## src/rtl/game_judge_m.sv

```systemverilog
// Tic-tac-toe board judge: snapshots the board on start, scans the 8 win lines one per clock, reports the outcome.
// Optional JUDGE_WIN_LINE_EN adds a win_line output with the index of the first winning line.
module game_judge_m #(
    parameter int unsigned       CELL_W = 2,
    parameter logic [CELL_W-1:0] CELL_X = CELL_W'(2'b01),
    parameter logic [CELL_W-1:0] CELL_O = CELL_W'(2'b10)
) (
    input  logic                  clk,
    input  logic                  reset_n,
    input  logic [9*CELL_W-1:0]   board,
    input  logic                  start,
    output logic                  busy,
    output logic                  done,
    output logic [2:0]            result,
    output logic                  game_over
`ifdef JUDGE_WIN_LINE_EN
   ,output logic [2:0]            win_line
`endif
);

    localparam int unsigned N_CELLS = 9;
    localparam int unsigned N_LINES = 8;
    localparam int unsigned IDX_W   = 3;
    localparam int unsigned CIDX_W  = 4;
    localparam int unsigned RES_W   = 3;
    localparam int unsigned BOARD_W = N_CELLS * CELL_W;

    localparam logic [CELL_W-1:0] CELL_BLANK = '0;

    localparam logic [1:0] ST_IDLE   = 2'd0;
    localparam logic [1:0] ST_SCAN   = 2'd1;
    localparam logic [1:0] ST_RESULT = 2'd2;

    localparam logic [RES_W-1:0] RES_ONGOING = 3'b000;
    localparam logic [RES_W-1:0] RES_X_WIN   = 3'b001;
    localparam logic [RES_W-1:0] RES_O_WIN   = 3'b010;
    localparam logic [RES_W-1:0] RES_DRAW    = 3'b011;
    localparam logic [RES_W-1:0] RES_ILLEGAL = 3'b100;

    localparam logic [IDX_W-1:0] LAST_LINE = IDX_W'(N_LINES - 1);

    // Cell indices {c2, c1, c0} of each win line, 4 bits per index.
    function automatic logic [3*CIDX_W-1:0] line_cells(input logic [IDX_W-1:0] idx);
        logic [3*CIDX_W-1:0] cells;
        case (idx)
            3'd0:    cells = {4'd2, 4'd1, 4'd0};
            3'd1:    cells = {4'd5, 4'd4, 4'd3};
            3'd2:    cells = {4'd8, 4'd7, 4'd6};
            3'd3:    cells = {4'd6, 4'd3, 4'd0};
            3'd4:    cells = {4'd7, 4'd4, 4'd1};
            3'd5:    cells = {4'd8, 4'd5, 4'd2};
            3'd6:    cells = {4'd8, 4'd4, 4'd0};
            default: cells = {4'd6, 4'd4, 4'd2};
        endcase
        return cells;
    endfunction

    // Mux one cell code out of the flattened board using constant part-selects.
    function automatic logic [CELL_W-1:0] get_cell(input logic [BOARD_W-1:0] b,
                                                   input logic [CIDX_W-1:0]  c);
        logic [CELL_W-1:0] v;
        v = CELL_BLANK;
        for (int i = 0; i < int'(N_CELLS); i++) begin
            if (c == CIDX_W'(i)) v = b[CELL_W*i +: CELL_W];
        end
        return v;
    endfunction

    logic [1:0]         state_q,    state_d;
    logic [BOARD_W-1:0] snapshot_q, snapshot_d;
    logic [IDX_W-1:0]   line_idx_q, line_idx_d;
    logic               xw_q, xw_d;
    logic               ow_q, ow_d;
    logic               bad_q, bad_d;
    logic               busy_d;
    logic               done_d;
    logic [RES_W-1:0]   result_d;
    logic               game_over_d;
`ifdef JUDGE_WIN_LINE_EN
    logic [IDX_W-1:0]   first_q, first_d;
    logic [IDX_W-1:0]   win_line_d;
`endif

    logic [3*CIDX_W-1:0] cur_cells_c;
    logic [CELL_W-1:0]   cell_a_c, cell_b_c, cell_c_c;
    logic                line_x_c, line_o_c;
    logic                has_blank_c, has_bad_code_c;

    // Current line evaluation from the snapshot.
    always_comb begin
        cur_cells_c = line_cells(line_idx_q);
        cell_a_c    = get_cell(snapshot_q, cur_cells_c[CIDX_W-1:0]);
        cell_b_c    = get_cell(snapshot_q, cur_cells_c[2*CIDX_W-1:CIDX_W]);
        cell_c_c    = get_cell(snapshot_q, cur_cells_c[3*CIDX_W-1:2*CIDX_W]);
        line_x_c    = (cell_a_c == CELL_X) && (cell_b_c == CELL_X) && (cell_c_c == CELL_X);
        line_o_c    = (cell_a_c == CELL_O) && (cell_b_c == CELL_O) && (cell_c_c == CELL_O);
    end

    // Whole-board checks: any blank cell, any code outside {blank, X, O}.
    always_comb begin
        has_blank_c    = 1'b0;
        has_bad_code_c = 1'b0;
        for (int i = 0; i < int'(N_CELLS); i++) begin
            if (snapshot_q[CELL_W*i +: CELL_W] == CELL_BLANK) begin
                has_blank_c = 1'b1;
            end else if ((snapshot_q[CELL_W*i +: CELL_W] != CELL_X) &&
                         (snapshot_q[CELL_W*i +: CELL_W] != CELL_O)) begin
                has_bad_code_c = 1'b1;
            end
        end
    end

    // Next-state and registered-output logic.
    always_comb begin
        state_d     = state_q;
        snapshot_d  = snapshot_q;
        line_idx_d  = line_idx_q;
        xw_d        = xw_q;
        ow_d        = ow_q;
        bad_d       = bad_q;
        done_d      = 1'b0;
        result_d    = result;
        game_over_d = game_over;
`ifdef JUDGE_WIN_LINE_EN
        first_d     = first_q;
        win_line_d  = win_line;
`endif

        case (state_q)
            ST_IDLE: begin
                if (start) begin
                    state_d    = ST_SCAN;
                    snapshot_d = board;
                    line_idx_d = '0;
                    xw_d       = 1'b0;
                    ow_d       = 1'b0;
                    bad_d      = 1'b0;
`ifdef JUDGE_WIN_LINE_EN
                    first_d    = '0;
`endif
                end
            end

            ST_SCAN: begin
                if (line_x_c) xw_d = 1'b1;
                if (line_o_c) ow_d = 1'b1;
`ifdef JUDGE_WIN_LINE_EN
                if ((line_x_c || line_o_c) && !(xw_q || ow_q)) first_d = line_idx_q;
`endif
                if (line_idx_q == LAST_LINE) begin
                    state_d = ST_RESULT;
                end else begin
                    line_idx_d = line_idx_q + IDX_W'(1);
                end
            end

            ST_RESULT: begin
                bad_d = has_bad_code_c || (xw_q && ow_q);
                if (bad_d)           result_d = RES_ILLEGAL;
                else if (xw_q)       result_d = RES_X_WIN;
                else if (ow_q)       result_d = RES_O_WIN;
                else if (!has_blank_c) result_d = RES_DRAW;
                else                 result_d = RES_ONGOING;
                game_over_d = (result_d != RES_ONGOING);
                done_d      = 1'b1;
                state_d     = ST_IDLE;
`ifdef JUDGE_WIN_LINE_EN
                win_line_d  = ((result_d == RES_X_WIN) || (result_d == RES_O_WIN)) ? first_q : '0;
`endif
            end

            default: begin
                state_d = ST_IDLE;
            end
        endcase

        busy_d = (state_d != ST_IDLE);
    end

    // State and output registers.
    always_ff @(posedge clk or negedge reset_n) begin
        if (!reset_n) begin
            state_q    <= ST_IDLE;
            snapshot_q <= '0;
            line_idx_q <= '0;
            xw_q       <= 1'b0;
            ow_q       <= 1'b0;
            bad_q      <= 1'b0;
            busy       <= 1'b0;
            done       <= 1'b0;
            result     <= RES_ONGOING;
            game_over  <= 1'b0;
`ifdef JUDGE_WIN_LINE_EN
            first_q    <= '0;
            win_line   <= '0;
`endif
        end else begin
            state_q    <= state_d;
            snapshot_q <= snapshot_d;
            line_idx_q <= line_idx_d;
            xw_q       <= xw_d;
            ow_q       <= ow_d;
            bad_q      <= bad_d;
            busy       <= busy_d;
            done       <= done_d;
            result     <= result_d;
            game_over  <= game_over_d;
`ifdef JUDGE_WIN_LINE_EN
            first_q    <= first_d;
            win_line   <= win_line_d;
`endif
        end
    end

endmodule

```

## config.mk

```make
export PLATFORM = sky130hd
export DESIGN_NAME = game_judge_m
export DESIGN_NICKNAME = d
export VERILOG_FILES = /design/src/rtl/game_judge_m.sv
export SDC_FILE = /design/constraint.sdc
export NUM_CORES = 1
export LEC_CHECK = 0
export ABC_AREA = 1
export CAP_MARGIN = 20
export CORE_UTILIZATION = 33
export CTS_CLUSTER_DIAMETER = 200
export CTS_CLUSTER_SIZE = 10
export DETAILED_ROUTE_END_ITERATION = 7
export PLACE_DENSITY = 0.59
export SETUP_SLACK_MARGIN = 0.15
export SYNTH_ARGS = -nofsm -noshare
export SYNTH_HDL_FRONTEND = slang
export SYNTH_SLANG_ARGS = --single-unit
```

## constraint.sdc

```tcl
create_clock -name clk -period 2.1 [get_ports clk]
set_input_delay 0.315 -clock clk [delete_from_list [all_inputs] [get_ports clk]]
set_output_delay 0.315 -clock clk [all_outputs]
set_load 0.02 [all_outputs]
```

---- Yosys cells after proc, flatten, opt, wreduce, memory -nomap -nowiden ----
Cells that the tools add are included.
word-level totals
  register bits ........................... 31
  input bits .............................. 21
  output and inout bits ................... 6
  logic and storage cells ................. 179
cells by class
  add/sub/neg operators ................... 1
  eq/ne operators ......................... 61
  muxes and demuxes ....................... 72
  reduce and logical (&&, ||, !) cells .... 36
operators with widths
  cell                                                                     count
  12-bit case mux with 7 select lines                                      1
  2-bit two-way mux                                                        32
  4-bit by 3-bit equality test with 1-bit output, second input constant    12
  1-bit two-way mux                                                        31
  2-bit inequality test, second input constant                             13
  4-bit by 2-bit equality test with 1-bit output, second input constant    6
  2-bit zero test                                                          10
  2-bit by 1-bit inequality test with 1-bit output, second input constant  9
  1-bit logical AND                                                        14
  3-bit equality test, second input constant                               4
  4-bit by 1-bit equality test with 1-bit output, second input constant    3
  4-bit equality test, second input constant                               3
  4-bit zero test                                                          3
  3-bit two-way mux                                                        4
  3-bit AND reduction                                                      3
  2-bit by 1-bit equality test with 1-bit output, second input constant    4
  2-bit equality test, second input constant                               4
  3-bit by 2-bit equality test with 1-bit output, second input constant    2
  3-bit case mux with 2 select lines                                       1
  1-bit case mux with 2 select lines                                       2
  2-bit case mux with 2 select lines                                       1
  2-bit nonzero test                                                       2
  3-bit by 1-bit adder with 3-bit output, second input constant            1
  3-bit by 1-bit equality test with 1-bit output, second input constant    1
  4 further kinds                                                          4

---- Depth between registers and ports, before layout ----
Gate-level depths: netlist (run 1).
  depth in word-level cells ............... 24
  gate-level depth with buffers ........... 18
  gate-level depth less buffers ........... 18

---- Worst setup path after synthesis (run 1) ----
OpenSTA, ideal clock, no wires.
  path kind ............................... reg2reg
  start ................................... register line_idx_q[0]
  end ..................................... register xw_q
  setup time .............................. 0.118 ns
  data arrival time ....................... 1.779 ns
  required time ........................... 1.982 ns
  slack ................................... 0.203 ns
  stages on the path, launching flop included .. 13
  path buffers ............................ 0
  clock period less this slack ............ 1.897 ns
  cells stage by stage .................... dfrtp_1 > ha_1 > ha_1 > a21oi_1 > nand3_4 > nand2_1 > nand2_1 > nor3_1 > nand2_1 > nand4_1 > o21ai_1 > nand4_1 > nand2_1
on the way
  cells in the longest elaborated chain, start to end .. 17
  elaborated cells between the ends (all ways) .. 69
  classes of those cells .................. 34 x eq/ne; 28 x mux; 7 x reduce/logical
RTL lines
  what                                               RTL line  text
  from (decl)                                        71        logic [IDX_W-1:0] line_idx_q, line_idx_d;
  from (signal assigned)                             200       line_idx_q <= line_idx_d;
  3-bit equality test, or another cell as far along  45        case (idx)
  12-bit case mux with 7 select lines (*)            45
  4-bit zero test                                    64        if (c == CIDX_W'(i)) v = b[CELL_W*i +: CELL_W];
  2-bit two-way mux (9 in series)                    64
  2-bit by 1-bit equality test with 1-bit output     95        line_x_c = (cell_a_c == CELL_X) && (cell_b_c == CELL_X) && (cell_c_c == CELL_X);
  1-bit logical AND                                  95
  1-bit logical AND (*)                              95
  2-bit inequality test (no source line) (*)         --
  3-bit AND reduction (no source line) (*)           --
  to (signal assigned)                               201       xw_q <= xw_d;
  to (decl)                                          72        logic xw_q, xw_d;
Every way passes the cells marked *; elsewhere a longest branch is shown, timed or not.
A chain may end at the register's enable or synchronous reset.

---- Worst setup path after layout (run 1) ----
Same ends and word-level chain as after synthesis.

==> metrics.txt, run 1 <==
outcome=complete, no violations; clock-pin slew on the worst setup and hold paths=0.06 ns; drc violations=0; Syn Nets=309; Fin Clk Skew=0.00344 ns; initial antenna violation count=0; Max IR drop VDD=0.543 mV; CP Max Fanout=5; fill cell count=575; crit path kind=reg2reg; Ports=27; Required @ worst endpoint=2.27 ns; Initial Utilization=34.0%; power density over the cells=1710 nW/um2; most common cell after layout, fill and taps aside=nand2_1; syn_area_per_cell=7.36 um2; CTS tree=built; max frequency=505 MHz; Via Count=1929; period utilization=94.3%; CTS max path bufs=2; Nets=353; Gate Count Post-Synth=274; Yosys Warn Count=0; Clock Sinks=31; Initial DRC Count=163; Die W=80.2 um; Seq/Total Area, Yosys=38.5%; hold crit path type=in2async; Setup TNS=0 ns; GRT Util Overall=16.9%; die area=6420 um2; EDFF count, synth=0; min Tclk post-route=1.98 ns; crit end category=flop; H-tree level count=2; largest net degree at the start of global routing=38; Tightest Pin Transition=0.402 ns; port bufs=26; Worst Setup Start Kind=flop; clock root buffer=clkbuf_8; post-synthesis cell area=2020 um2; Hold Fails Final Rpt=0; first-pass GRT wire length=8340 um; pre-CTS setup slack=-0.0518 ns; chip height=80.2 um; DRT Pass-1 Iters=4; share of layout cells above drive strength 1=21.6%; diodes inserted=0; Pwr Total=0.00469 W; final setup margin=0.119 ns; worst-skew pair later-pin latency=0.28 ns; Yosys cell types=29; core area=5920 um2; WL/cell=12.5 um; gpl congestion=0.870; Post-DP HPWL=3560 um; Num CTS Buffers=5; most frequent cells in the layout=nand2_1 (53), inv_1 (35), dfrtp_1 (31); area delta synth->final=36.2%; Synth Register Bits=31; vias in the first global route=1808; total gr overflow=0; share of flip-flops with an asynchronous set or reset=100%; MaxCap Viol Count=0; drt total wl=4940 um; RSZ-0062 raised after global routing=true; Main synth FF type=dfrtp_1; headroom to the max-slew limit=73.2%; routed vias/inst=4.90; Final setup viols=0; ANT nets after route=0; crit path DAT=2.15 ns; max-slew violation count=0; Pleak=1.26 nW; floorplan row count=28
cell usage after synthesis, types with 3 or more instances:
cell type,count,area [um2]
nand3_1,16,80.1
nor3_1,3,15.0
dfrtp_1,31,776
nor2_1,37,139
inv_1,40,150
nand2_1,56,210
inv_2,5,18.8
o21ai_0,25,125
ha_1,14,175
nand2_4,3,33.8
nand2_2,4,25.0
a21oi_1,3,15.0
clkbuf_1,3,11.3
nand4_1,11,68.8
nor2_2,4,25.0
metrics by stage:
step / hold slack, ns / utilization [%] / area, um2 / instances
6_report: 0.429 / 46.4 / 2750 / 394
3_3_place_gp: 0.487 / 40.6 / 2400 / 376
5_1_grt: 0.474 / 46.4 / 2750 / 394
3_5_place_dp: 0.487 / 40.6 / 2400 / 376
2_1_floorplan: 0.0194 / - / 2020 / 274
4_1_cts: 0.454 / 45.2 / 2680 / 390
critical path: stages (launching register included):
cell	delay [ns]
dfrtp_1	0.40
buf_4	0.15
ha_4	0.17
nor2_4	0.16
nand2_1	0.08
inv_2	0.07
nand2_4	0.08
inv_2	0.11
nand4_1	0.15
nand3_2	0.10
nand2_1	0.05
nand2_1	0.05
nand2_1	0.05
nand2_2	0.06
nor2_1	0.04
nand4_1	0.08
nand2_1	0.05
repair_timing:
| item | CTS | global route |
|---|---|---|
| resized for setup | 30 | 12 |
| endpoints found under the setup margin | 2 | 2 |
| endpoints found under the hold margin | 0 | 0 |
| cloned | 0 | 0 |
| setup buffers | 6 | 4 |
| pin swaps | 12 | 11 |
| hold buffers | 0 | 0 |
where the power goes:
part           switching (W)  internal [W]  total, W
sequential          0.000182      0.000846   0.00103
clock               0.000212      0.000299  0.000511
combinational        0.00192       0.00123   0.00315
final timing paths:
path | startpoint | end | slack (ns) | depth (start not counted)
worst max-delay path | line_idx_q[0] | xw_q | 0.12 | 16
worst min-delay path | reset_n | snapshot_q[4] | 0.43 | 2
worst max register to register | line_idx_q[0] | xw_q | 0.12 | 16
worst min register to register | game_over | game_over | 0.50 | 2
max in group asynchronous | reset_n | result[2] | 1.38 | 2
min in group clk | game_over | game_over | 0.50 | 2
flip-flops by register name, summed over array words and instances, names as in the netlist:
name / count
busy: 1
done: 1
game_over: 1
line_idx_q: 3
ow_q: 1
result: 3
snapshot_q: 18
state_q: 2
xw_q: 1
cells by family after synthesis:
group	Yosys count	share of synthesized area (%)
buffers and inverters	50	9.44
AND/OR/NAND/NOR	140	32.5
flip-flops	31	38.5
AO/OA/AOI/OAI	39	10.9
adder cells (fa/ha/maj)	14	8.69
per-layer routing:
| layer | up-vias | global-route usage, % | wire (um) |
|---|---|---|---|
| met5 | - | 0 | 0 |
| li1 | 971 | - | - |
| met3 | 11 | 3.18 | 150 |
| met2 | 44 | 28.1 | 2400 |
| met1 | 903 | 21.7 | 2270 |
| met4 | 0 | 6.43 | 111 |
layout make-up:
class	count	area, um2	area share, %
multi-input cells	193	1210	44.3
clock buffers	8	100	3.65
well taps	75	93.8	3.42
flip-flops and latches	31	776	28.3
repair buffers	40	382	13.9
inverters	47	179	6.52
Note: power is estimated with default switching activity, not from simulation.
==> run 2, diff against run 1 <==
--- a/config.mk
+++ b/config.mk
@@ -8,10 +8,12 @@
 export ABC_AREA = 1
 export CAP_MARGIN = 20
 export CORE_UTILIZATION = 33
+export CTS_BUF_LIST = sky130_fd_sc_hd__clkbuf_2
 export CTS_CLUSTER_DIAMETER = 200
 export CTS_CLUSTER_SIZE = 10
 export DETAILED_ROUTE_END_ITERATION = 7
-export PLACE_DENSITY = 0.59
+export DONT_BUFFER_PORTS = 1
+export PLACE_DENSITY = 0.54
 export SETUP_SLACK_MARGIN = 0.15
 export SYNTH_ARGS = -nofsm -noshare
 export SYNTH_HDL_FRONTEND = slang
==> metrics.txt, run 2 (same netlist as run 1, synthesis figures left out) <==
WL/cell=13.5 um; drc violations=0; worst reg2reg endpoint=xw_q; crit path kind=reg2reg; fin util=41.2%; headroom to the max-slew limit=72.9%; share of layout cells above drive strength 1=25.5%; RSZ-0062 raised after global routing=true; first-pass GRT wire length=8150 um; DRT Pass-1 Iters=4; floorplan row count=28; core area=5920 um2; crit path DAT=2.26 ns; Hold WS=0.0569 ns; period utilization=95.8%; drt total wl=4930 um; Worst Setup Start Kind=flop; chip height=80.2 um; Die W=80.2 um; Most flops, register=snapshot_q; H-tree level count=2; Largest regs=snapshot_q x18, line_idx_q x3, result x3; outcome=complete, no violations; total gr overflow=0; Finished Layout Cells=365; Clock Sinks=31; final instance area=2440 um2; slowest CP cell=dfrtp_2; port bufs=0; MaxCap Viol Count=0; Ports=27; register area=778 um2; Worst path max stage delay=0.49 ns; routed vias/inst=4.78; placed cells=351; vias in the first global route=1701; CTS max path bufs=2; Setup TNS=0 ns; GRT Util Overall=16.7%; Nets=326; CTS tree=built; max frequency=497 MHz; largest net degree at the start of global routing=38; hold crit path type=in2reg; Hold Fails Final Rpt=0; R2R depth=12; Via Count=1746; initial antenna violation count=0; die area=6420 um2; diodes inserted=0; Post-DP HPWL=3590 um; fill cell count=610; power density over the cells=1800 nW/um2; Multi-input gate area=1240 um2; most frequent cells in the layout=nand2_1 (52), inv_1 (34), dfrtp_1 (29); CP Max Fanout=6; hold endpoint=snapshot_q[5]; Post-Place Cell Area=2140 um2; worst-skew pair later-pin latency=0.37 ns; Reg2Reg Launch Point=line_idx_q[0]; clock root buffer=clkbuf_2; hold path depth=2; Max IR drop VDD=0.624 mV; gpl congestion=0.845; Initial DRC Count=87; ANT nets after route=0; Pleak=1.14 nW; Fin Clk Skew=0.0271 ns; Num CTS Buffers=5; hold wc startpoint=board[5]; CP Cell Sequence=ha_4 > ha_4 > a21oi_4 > nand3_4 > nand2_2 > nand2_2 > nor3_4 > nand2_1 > nand4_1 > o21ai_1 > nand4_1 > nand2_1; R2R Setup Slk=0.09 ns; number of flip-flops in the largest register=18; area delta synth->final=21.1%; clock-pin slew on the worst setup and hold paths=0.17 ns; min Tclk post-route=2.01 ns; most common cell after layout, fill and taps aside=nand2_1; max-slew violation count=0; Final setup viols=0; Tightest Pin Transition=0.406 ns; Initial Utilization=34.0%; crit end category=flop; Required @ worst endpoint=2.35 ns
[run 2: stage by stage]
step,worst slack [ns],power (W)
3_3_place_gp,-0.0392,0.00347
5_1_grt,-0.00952,0.00484
2_1_floorplan,0.203,0.00289
3_5_place_dp,-0.0875,0.00347
6_report,0.0883,0.00438
4_1_cts,0.108,0.00409
[run 2: repair_timing]
action,4_1_cts,5_1_grt
setup buffers,4,2
setup endpoints to repair,2,4
endpoints found under the hold margin,31,0
pin swaps,10,10
gates cloned,0,0
hold buffers,2,0
resized for setup,27,26
[run 2: routing by layer]
layer / vias to the layer above / routed length, um / GRT usage [%]
met5: - / 0 / 0
met3: 7 / 119 / 2.84
met2: 27 / 2480 / 27.4
li1: 920 / - / -
met4: 0 / 87 / 7.32
met1: 792 / 2240 / 21.3
[run 2: worst max-delay path: cells and delay by family (launching register included)]
family / cells / cell delay, ns
AND/OR/NAND/NOR: 8 / 0.85
AO/OA/AOI/OAI: 2 / 0.22
flip-flops: 1 / 0.49
adder cells (fa/ha/maj): 2 / 0.36
[run 2: area by class of cell]
cell class	instances	share of cell area [%]
clock buffers	6	1.23
inverters	47	7.53
multi-input cells	193	50.9
flip-flops and latches	31	31.9
well taps	75	3.84
repair buffers	13	4.61
[run 2: worst max path at each step]
stage                        startpoint    to  slack (ns)  cells after the start
final                     line_idx_q[0]  xw_q        0.09                     12
after global routing      line_idx_q[1]  ow_q       -0.01                     14
after CTS                 line_idx_q[1]  xw_q        0.11                     13
after detailed placement  line_idx_q[0]  xw_q       -0.09                     12
after global placement    line_idx_q[1]  xw_q       -0.04                     13
after floorplan           line_idx_q[0]  xw_q        0.20                     12
[run 2: power breakdown]
part / switching [W] / leakage [nW] / internal (W)
Combinational: 0.00187 / 0.742 / 0.00116
Clock: 0.000188 / 0.0249 / 0.0000753
Sequential: 0.000249 / 0.377 / 0.000846
